File: src/rtl/traffic_phase_scheduler_if.sv
// traffic_phase_scheduler_if: bundle between the intersection scheduler and its environment.
// Inputs to the scheduler: tick, sensor, ped_req (night_mode with NIGHT_FLASH_EN).
// Outputs from the scheduler: ped_ack, ped_walk, highway_signal, farm_signal, phase.
// master = environment side, slave = scheduler side.
interface traffic_phase_scheduler_if;
  logic       tick;
  logic       sensor;
  logic       ped_req;
  logic       ped_ack;
  logic       ped_walk;
  logic [1:0] highway_signal;
  logic [1:0] farm_signal;
  logic [2:0] phase;
`ifdef NIGHT_FLASH_EN
  logic       night_mode;

  modport master (
    output tick, sensor, ped_req, night_mode,
    input  ped_ack, ped_walk,
    input  highway_signal, farm_signal, phase
  );

  modport slave (
    input  tick, sensor, ped_req, night_mode,
    output ped_ack, ped_walk,
    output highway_signal, farm_signal, phase
  );
`else
  modport master (
    output tick, sensor, ped_req,
    input  ped_ack, ped_walk,
    input  highway_signal, farm_signal, phase
  );

  modport slave (
    input  tick, sensor, ped_req,
    output ped_ack, ped_walk,
    output highway_signal, farm_signal, phase
  );
`endif
endinterface

File: src/rtl/traffic_phase_scheduler.sv
// traffic_phase_scheduler: highway/farm phase sequencer with a pedestrian walk phase.
// Ports: clk, rst (async, active-low), ctl (slave side of traffic_phase_scheduler_if).
// Optional macro NIGHT_FLASH_EN adds night_mode and the flashing state FLASH(7).
// Durations count tick enables; lamps use 00 RED, 01 YELLOW, 10 GREEN, 11 DARK.
module traffic_phase_scheduler #(
  parameter int CNT_W          = 8,
  parameter int HWY_MIN_GREEN  = 20,
  parameter int YELLOW_TIME    = 4,
  parameter int ALL_RED_TIME   = 2,
  parameter int FARM_MIN_GREEN = 10,
  parameter int FARM_MAX_GREEN = 30,
  parameter int PED_WALK       = 8
) (
  input logic clk,
  input logic rst,
  traffic_phase_scheduler_if.slave ctl
);

  localparam logic [2:0] S_HG   = 3'd0;
  localparam logic [2:0] S_HY   = 3'd1;
  localparam logic [2:0] S_AR1  = 3'd2;
  localparam logic [2:0] S_FG   = 3'd3;
  localparam logic [2:0] S_FY   = 3'd4;
  localparam logic [2:0] S_AR2  = 3'd5;
  localparam logic [2:0] S_WALK = 3'd6;
`ifdef NIGHT_FLASH_EN
  localparam logic [2:0] S_FLASH = 3'd7;
  localparam logic [1:0] L_DARK  = 2'b11;
`endif

  localparam logic [1:0] L_RED = 2'b00;
  localparam logic [1:0] L_YEL = 2'b01;
  localparam logic [1:0] L_GRN = 2'b10;

  // Terminal counts: "after N ticks" fires when timer == N-1 on a tick.
  localparam logic [CNT_W-1:0] T_SAT  = '1;
  localparam logic [CNT_W-1:0] T_HMIN = CNT_W'(HWY_MIN_GREEN - 1);
  localparam logic [CNT_W-1:0] T_YEL  = CNT_W'(YELLOW_TIME - 1);
  localparam logic [CNT_W-1:0] T_AR   = CNT_W'(ALL_RED_TIME - 1);
  localparam logic [CNT_W-1:0] T_FMIN = CNT_W'(FARM_MIN_GREEN - 1);
  localparam logic [CNT_W-1:0] T_FMAX = CNT_W'(FARM_MAX_GREEN - 1);
  localparam logic [CNT_W-1:0] T_WALK = CNT_W'(PED_WALK - 1);

  logic [2:0]       state;
  logic [2:0]       nxt;
  logic [CNT_W-1:0] timer;
  logic             sensor_q;
  logic             sensor_s;
  logic             ped_q;
  logic             ped_s;
  logic             ped_pending;
  logic             ped_ack_q;
  logic             walk_entry;
  logic [1:0]       hwy;
  logic [1:0]       farm;
`ifdef NIGHT_FLASH_EN
  logic             night_q;
  logic             night_s;
  logic             flash_q;
`endif

  always_ff @(posedge clk or negedge rst) begin
    if (!rst) begin
      sensor_q <= 1'b0;
      sensor_s <= 1'b0;
      ped_q    <= 1'b0;
      ped_s    <= 1'b0;
    end else begin
      sensor_q <= ctl.sensor;
      sensor_s <= sensor_q;
      ped_q    <= ctl.ped_req;
      ped_s    <= ped_q;
    end
  end

`ifdef NIGHT_FLASH_EN
  always_ff @(posedge clk or negedge rst) begin
    if (!rst) begin
      night_q <= 1'b0;
      night_s <= 1'b0;
    end else begin
      night_q <= ctl.night_mode;
      night_s <= night_q;
    end
  end
`endif

  always_comb begin
    nxt = state;
    case (state)
      S_HG:
        if (ctl.tick) begin
          // timer may sit past min green while idle, so compare with >=
          if (timer >= T_HMIN && (sensor_s || ped_pending))
            nxt = S_HY;
`ifdef NIGHT_FLASH_EN
          if (night_s)
            nxt = S_FLASH;
`endif
        end
      S_HY:
        if (ctl.tick && timer == T_YEL)
          nxt = S_AR1;
      S_AR1:
        if (ctl.tick && timer == T_AR)
          nxt = ped_pending ? S_WALK : S_FG;
      S_FG:
        if (ctl.tick) begin
          if (timer >= T_FMIN && (!sensor_s || ped_pending))
            nxt = S_FY;
          else if (timer >= T_FMAX)
            nxt = S_FY;
        end
      S_FY:
        if (ctl.tick && timer == T_YEL)
          nxt = S_AR2;
      S_AR2:
        if (ctl.tick && timer == T_AR)
          nxt = ped_pending ? S_WALK : S_HG;
      S_WALK:
        if (ctl.tick && timer == T_WALK)
          nxt = sensor_s ? S_FG : S_HG;
`ifdef NIGHT_FLASH_EN
      S_FLASH:
        if (ctl.tick && !night_s)
          nxt = S_AR2;
`endif
      default:
        nxt = S_HG;
    endcase
  end

  assign walk_entry = (nxt == S_WALK) && (state != S_WALK);

  always_ff @(posedge clk or negedge rst) begin
    if (!rst) begin
      state       <= S_HG;
      timer       <= '0;
      ped_pending <= 1'b0;
      ped_ack_q   <= 1'b0;
    end else begin
      state     <= nxt;
      ped_ack_q <= walk_entry;
      if (nxt != state)
        timer <= '0;
      else if (ctl.tick && timer != T_SAT)
        timer <= timer + CNT_W'(1);
      // clear on WALK entry beats a simultaneous set
      if (walk_entry)
        ped_pending <= 1'b0;
      else if (ped_s)
        ped_pending <= 1'b1;
    end
  end

`ifdef NIGHT_FLASH_EN
  // Held at 0 outside FLASH so the flash starts on YELLOW/RED.
  always_ff @(posedge clk or negedge rst) begin
    if (!rst)
      flash_q <= 1'b0;
    else if (state != S_FLASH)
      flash_q <= 1'b0;
    else if (ctl.tick)
      flash_q <= ~flash_q;
  end
`endif

  always_comb begin
    hwy  = L_RED;
    farm = L_RED;
    case (state)
      S_HG: hwy  = L_GRN;
      S_HY: hwy  = L_YEL;
      S_FG: farm = L_GRN;
      S_FY: farm = L_YEL;
`ifdef NIGHT_FLASH_EN
      S_FLASH: begin
        hwy  = flash_q ? L_DARK : L_YEL;
        farm = flash_q ? L_DARK : L_RED;
      end
`endif
      default: begin
        hwy  = L_RED;
        farm = L_RED;
      end
    endcase
  end

  assign ctl.highway_signal = hwy;
  assign ctl.farm_signal    = farm;
  assign ctl.phase          = state;
  assign ctl.ped_walk       = (state == S_WALK);
  assign ctl.ped_ack        = ped_ack_q;

endmodule

File: src/flat_wrapper.sv
// flat-port wrapper written by rule: the top's interface ports become plain ports
module traffic_phase_scheduler_flat 
#(
  parameter int CNT_W          = 8,
  parameter int HWY_MIN_GREEN  = 20,
  parameter int YELLOW_TIME    = 4,
  parameter int ALL_RED_TIME   = 2,
  parameter int FARM_MIN_GREEN = 10,
  parameter int FARM_MAX_GREEN = 30,
  parameter int PED_WALK       = 8
)
  (clk, rst, ctl_tick, ctl_sensor, ctl_ped_req, ctl_ped_ack, ctl_ped_walk, ctl_highway_signal, ctl_farm_signal, ctl_phase);
  traffic_phase_scheduler_if ctl_i ();
  input logic clk;
  input logic rst;
  input wire logic [$bits(ctl_i.tick)-1:0] ctl_tick;
  input wire logic [$bits(ctl_i.sensor)-1:0] ctl_sensor;
  input wire logic [$bits(ctl_i.ped_req)-1:0] ctl_ped_req;
  output wire logic [$bits(ctl_i.ped_ack)-1:0] ctl_ped_ack;
  output wire logic [$bits(ctl_i.ped_walk)-1:0] ctl_ped_walk;
  output wire logic [$bits(ctl_i.highway_signal)-1:0] ctl_highway_signal;
  output wire logic [$bits(ctl_i.farm_signal)-1:0] ctl_farm_signal;
  output wire logic [$bits(ctl_i.phase)-1:0] ctl_phase;
  assign ctl_i.tick = ctl_tick;
  assign ctl_i.sensor = ctl_sensor;
  assign ctl_i.ped_req = ctl_ped_req;
  assign ctl_ped_ack = ctl_i.ped_ack;
  assign ctl_ped_walk = ctl_i.ped_walk;
  assign ctl_highway_signal = ctl_i.highway_signal;
  assign ctl_farm_signal = ctl_i.farm_signal;
  assign ctl_phase = ctl_i.phase;
  traffic_phase_scheduler #(.CNT_W(CNT_W), .HWY_MIN_GREEN(HWY_MIN_GREEN), .YELLOW_TIME(YELLOW_TIME), .ALL_RED_TIME(ALL_RED_TIME), .FARM_MIN_GREEN(FARM_MIN_GREEN), .FARM_MAX_GREEN(FARM_MAX_GREEN), .PED_WALK(PED_WALK)) u_core (.clk(clk), .rst(rst), .ctl(ctl_i));
endmodule
File: config.mk
export PLATFORM = sky130hd
export DESIGN_NAME = traffic_phase_scheduler_flat
export DESIGN_NICKNAME = d
export VERILOG_FILES = /design/src/rtl/traffic_phase_scheduler_if.sv /design/src/rtl/traffic_phase_scheduler.sv /design/src/flat_wrapper.sv
export SDC_FILE = /design/constraint.sdc
export NUM_CORES = 1
export LEC_CHECK = 0
export ABC_AREA = 1
export ABC_CLOCK_PERIOD_IN_PS = 1600
export BUFFER_PORTS_ARGS = -buffer_cell sky130_fd_sc_hd__buf_2
export CORE_AREA = 8 8 57 59
export CTS_CLUSTER_SIZE = 30
export DETAILED_ROUTE_END_ITERATION = 6
export DIE_AREA = 0 0 65 67
export GPL_ROUTABILITY_DRIVEN = 0
export PLACE_DENSITY = 0.72
export SYNTH_ARGS = -nofsm -noshare
export SYNTH_HDL_FRONTEND = slang
export SYNTH_SLANG_ARGS = --single-unit
export TNS_END_PERCENT = 5
File: constraint.sdc
create_clock -name clk -period 1.6 [get_ports clk]
set_input_delay 0.08 -clock clk [delete_from_list [all_inputs] [get_ports clk]]
set_output_delay 0.08 -clock clk [all_outputs]
set_load 0.01 [all_outputs]
Word level (Yosys, flattened, before mapping)
Cells that the tools add are included.
Widths: inputs -> output; s select.
- add/sub/neg operators: 1
- $mul: 0
- divide/modulo/power cells: 0
- $lt $le $gt $ge: 3
- equality and inequality tests: 13
- shifts and indexed selects: 0
- multiplexer cells: 20
- bitwise operators: 0
- reductions and logical operators: 13
- operators by type and width (kind ; number):
    $mux 3 ; 12
    $pmux 3 s7 ; 1
    $ge 8x5->1 const B ; 2
    $mux 8 ; 2
    $eq 3x3->1 const B ; 4
    $add 8x1->8 const B ; 1
    $eq 8x1->1 const B ; 1
    $eq 8x2->1 const B ; 1
    $eq 8x3->1 const B ; 1
    $ge 8x4->1 const B ; 1
    $ne 8x8->1 const B ; 1
    $pmux 2 s2 ; 2
    $logic_and 1x1->1 ; 7
    $eq 3x2->1 const B ; 2
    $reduce_bool 2->1 ; 2
    $eq 3x1->1 const B ; 1
    $logic_not 3->1 ; 1
    $ne 3x3->1 ; 1
    $ne 3x3->1 const B ; 1
    $logic_or 1x1->1 ; 2
    $mux 1 ; 2
    $mux 2 ; 1
    $logic_not 1->1 ; 1
- bits in registers: 17
- bits in latches: 0
- bits in writable memories: 0
- memory bits (read-only): 0
- input bits: 5
- output and inout bits: 9
- logic and storage cells: 58
- memories: 0

Logic depth before layout (Yosys ltp)
- depth in word-level cells: 9
- depth in mapped cells: 15
- gate-level depth less buffers: 15

Worst setup path before layout
No wires, ideal clock.
- path kind: reg-to-reg
- from: register u_core.timer[0]
- to: register u_core.timer[6]
- library setup time: 0.120 ns
- data arrival time: 1.538 ns
- required time: 1.480 ns
- setup slack: -0.058 ns
- cell stages (with the launch flop): 14
- path buffers: 0
- period minus slack after synthesis: 1.658 ns
- cells stage by stage: dfrtp_1 > ha_1 > nand2_1 > inv_1 > nand2_1 > nor2_1 > nand2_1 > o211ai_1 > nor2_1 > nand2_2 > nand2_1 > nand2_2 > nand3_4 > nor2_1
- cells in the longest elaborated chain, start to end: 7
- elaborated cells between the ends (all ways): 29
- those cells by class: add/sub: 1; order compare: 3; eq/ne: 5; mux: 13; reduce/logical: 7
- RTL lines (item ; line ; source):
    from (decl) ; traffic_phase_scheduler.sv:46 ; logic [CNT_W-1:0] timer;
    from (signal assigned) ; traffic_phase_scheduler.sv:147 ; timer <= timer + CNT_W'(1);
    $ge 8x5->1 (tied with other cells) ; traffic_phase_scheduler.sv:111 ; else if (timer >= T_FMAX)
    $mux 3 (tied with other cells) ; traffic_phase_scheduler.sv:111 ;
    $mux 3 (on tied branches) ; traffic_phase_scheduler.sv:109, traffic_phase_scheduler.sv:94 ;
    $mux 3 (on tied branches) ; traffic_phase_scheduler.sv:108, traffic_phase_scheduler.sv:92 ;
    $pmux 3 s7 * ; traffic_phase_scheduler.sv:90 ; case (state)
    net u_core.nxt[1] ; traffic_phase_scheduler.sv:45 ; logic [2:0] nxt;
    $ne 3x3->1 * ; traffic_phase_scheduler.sv:144 ; if (nxt != state)
    $mux 8 or $reduce_bool 2->1 (tied branches) ; - ;
The timed path passes the listed nets; every way through them passes the cells marked *. The select of a mux whose other input is x is not followed.
A chain may end at the register's enable or synchronous reset.

Worst setup path in the final report
- from: register u_core.timer[0]
- to: register u_core.timer[4]
- cells in the longest elaborated chain, start to end: 7
- elaborated cells between the ends (all ways): 29
- those cells by class: add/sub: 1; order compare: 3; eq/ne: 5; mux: 13; reduce/logical: 7
- RTL lines (item ; line):
    $ge 8x5->1 (tied with other cells) ; traffic_phase_scheduler.sv:111
    $mux 3 (tied with other cells) ; traffic_phase_scheduler.sv:111
    $mux 3 (on tied branches) ; traffic_phase_scheduler.sv:109, traffic_phase_scheduler.sv:94
    $mux 3 (on tied branches) ; traffic_phase_scheduler.sv:108, traffic_phase_scheduler.sv:92
    $pmux 3 s7 ; traffic_phase_scheduler.sv:90
    $ne 3x3->1 ; traffic_phase_scheduler.sv:144
    $mux 8 or $reduce_bool 2->1 (tied branches) ; -
Several ways; a longest one is shown, not always the timed one. The select of a mux whose other input is x is not followed.

==> qor.txt <==
status - finished with violations
failing checks - negative setup slack
final worst setup slack - -219 ps
total global-route track usage - 13.6%
final WL - 2.81 mm
Vias - 1184
Adder-Cell Fraction of Synth Area - 3.25%
final net count - 220
compound-gate portion of the synthesized area - 4.33%
CTS clk-pin slew, worst paths - 90 ps
GRT busiest layer - met2
pin count of the biggest net entering global routing - 18
most common cell after layout, fill and taps aside - nand2_1
Mapped Area - 1160 um2
Max FO, Critical Path - 8
Synth Register Bits - 17
Clock Skew - 2.59 ps
CTS tree - built
Clock Path Buffers - 2
combinational power share - 58.7%
grt total ovfl - 0
Initial DRC Count - 55
num ports - 14
Switching Share - 43.3%
worst-margin pin slew - 356 ps
Worst Hold Class - in2async
Avg WL per Cell - 11.7 um
CTS root buf - clkbuf_4
Lkg Pwr - 0.872 nW
Core ar. - 2360 um2
Reg power frac - 30.0%
Crit. End Element - register
Reg2Reg Depth - 14
mux share of post-synthesis cell area - 0.974%
fraction of layout cells with a size suffix above 1 - 43.1%
cts bufs inserted - 3
antenna violations before repair - 0
cells after synthesis - 162
most frequent cells in the layout - nand2_1 (31), buf_4 (29), inv_1 (19), nor2_1 (19), dfrtp_1 (16)
Port Buffers - 13
post-synthesis simple-gate area fraction - 41.3%
first-pass GRT wire length - 4.87 mm
P&R area growth vs syn - 40.9%
vias in the first global route - 1165
fin. max-slew vios - 0
Int Power - 1.08 mW
VDD IR max - 1.10 mV
Vias/cell - 4.91
post-synthesis net count - 170
CP Launch Point - u_core.timer[0]$_DFFE_PN0P_
die height - 67 um
GR Util met1 - 16.5%
H-tree depth - 1
Final setup violation count - 11
flop2flop setup slack - -220 ps
critical path class - reg2reg
# diodes - 0
Pwr Density - 1160 nW/um2
count of different cell masters after synthesis - 26
drt drc - 0
max_cap viols - 0
yosys warns - 0
CP startpoint kind - register
row cnt - 18
reg2reg start - u_core.timer[0]$_DFFE_PN0P_
Slew headroom - 76.3%
DR pass1 iterations - 4
sw power - 0.819 mW
RR Endpoint - u_core.timer[4]$_DFFE_PN0P_
dpl hpwl - 2.23 mm
fin crit share - 114%
Arr. time, crit path - 2030 ps
Die X - 65 um
M3 GR Usage - 1.85%
Post-Place Worst Slack - -225 ps
die area - 4360 um2
worst skew pair latency - 280 ps
syn avg cell area - 7.14 um2
Final Hold Fails - 0
CP required - 1810 ps
Routed Antenna Nets - 0
met2 Use GR - 24.0%
RSZ-0062 raised after global routing - yes
f_max - 550 MHz
Starting Density - 48.9%
Synth Area in XOR/XNOR - 4.55%
largest family of logic cells by synthesized area - simple AND/OR/NAND/NOR gates
minimum clock period - 1820 ps
clock power share - 11.3%
Sink Count - 17
Setup crit end - u_core.timer[4]$_DFFE_PN0P_
fin util - 68.9%
register area share after synthesis - 36.8%
how the worst min path moves through the flow:
stage | startpoint | slack [ps] | endpoint
floorplan | rst | -220 | u_core.ctl.ped_ack$_DFF_PN0_
global placement | rst | 6 | u_core.timer[7]$_DFFE_PN0P_
detailed placement | rst | 10 | u_core.timer[2]$_DFFE_PN0P_
global route | rst | 260 | u_core.timer[1]$_DFFE_PN0P_
CTS | rst | 230 | u_core.timer[1]$_DFFE_PN0P_
finish | rst | 230 | u_core.timer[1]$_DFFE_PN0P_
area by class of cell:
cell class / count / area [um2]
Multi-Input combinational cell: 118 / 723
Tap cell: 30 / 37.5
Timing Repair Buffer: 45 / 313
Clock buffer: 3 / 22.5
Sequential cell: 17 / 427
Inverter: 27 / 101
Fill cell: 199 / 736
Clock inverter: 1 / 5.00
registers in the layout, summed over array words and instances (netlist names):
name,cells
u_core.sensor_q,1
u_core.ctl.phase,3
u_core.timer,8
u_core.ctl.ped_ack,1
u_core.ped_q,1
u_core.ped_pending,1
u_core.ped_s,1
u_core.sensor_s,1
power by group through the flow:
stage | Sequential, mW | Clock [mW] | Combinational, mW
floorplan | 0.576 | 0 | 0.551
global placement | 0.556 | 0 | 0.961
detailed placement | 0.560 | 0 | 0.991
CTS | 0.568 | 0.227 | 1.08
global route | 0.577 | 0.246 | 1.24
finish | 0.568 | 0.214 | 1.11
timing repair:
| item | 4_1_cts | 5_1_grt |
|---|---|---|
| pin swaps | 11 | 3 |
| endpoints found under the hold margin | 19 | 0 |
| hold buffers | 3 | 0 |
| buffers inserted | 2 | 0 |
| setup endpoints to repair | 11 | 13 |
| gates resized for setup | 14 | 8 |
logic make-up after synthesis:
| group | after synthesis |
|---|---|
| and+or+nand+nor | 100 |
| DFF | 17 |
| adders and majority gates | 3 |
| buffers and inverters | 27 |
| xor gates and xnor gates | 6 |
| AOI/OAI and AO/OA | 8 |
| muxes | 1 |
critical path, stage by stage, from the launching register on:
cell,delay (ps)
dfrtp_2,470
ha_4,190
nand2_2,90
inv_2,50
nand2_2,70
nor2_1,40
nand2_1,90
nand2_1,60
nor2_1,100
nand2_1,50
nor2_1,80
nand3_1,90
nand2_2,120
nand3_4,130
nor2_1,110
routing by layer:
| layer | share of wire (%) | up-vias |
|---|---|---|
| met5 | 0 | - |
| met4 | 0.60 | 0 |
| met3 | 4.3 | 2 |
| met2 | 50 | 19 |
| met1 | 45 | 558 |
| li1 | - | 605 |
stage by stage:
step	instance area [um2]	instances	TNS, ps	hold WS [ps]	power [mW]
CTS	1600	241	-1770	232	1.88
floorplan	1170	162	0	-216	1.13
global route	1630	241	-3760	262	2.06
detailed placement	1480	232	-1930	13.4	1.55
finish	1630	241	-1920	230	1.89
global placement	1480	232	-1240	6.21	1.52
cells in the mapped netlist (all sizes together):
master / number / share of area, %
or2: 1 / 0.54
nor2: 26 / 9.5
clkinv: 1 / 0.32
nand3: 18 / 9.3
nand2: 46 / 16
o21ai: 4 / 2.1
nand4: 3 / 1.6
xor2: 6 / 4.5
nand3b: 2 / 1.3
inv: 26 / 8.4
nor3: 4 / 2.6
ha: 3 / 3.2
a21oi: 3 / 1.6
dfrtp: 17 / 37
o211ai: 1 / 0.65
mux2: 1 / 0.97
Power figures use the tool's default switching activity.
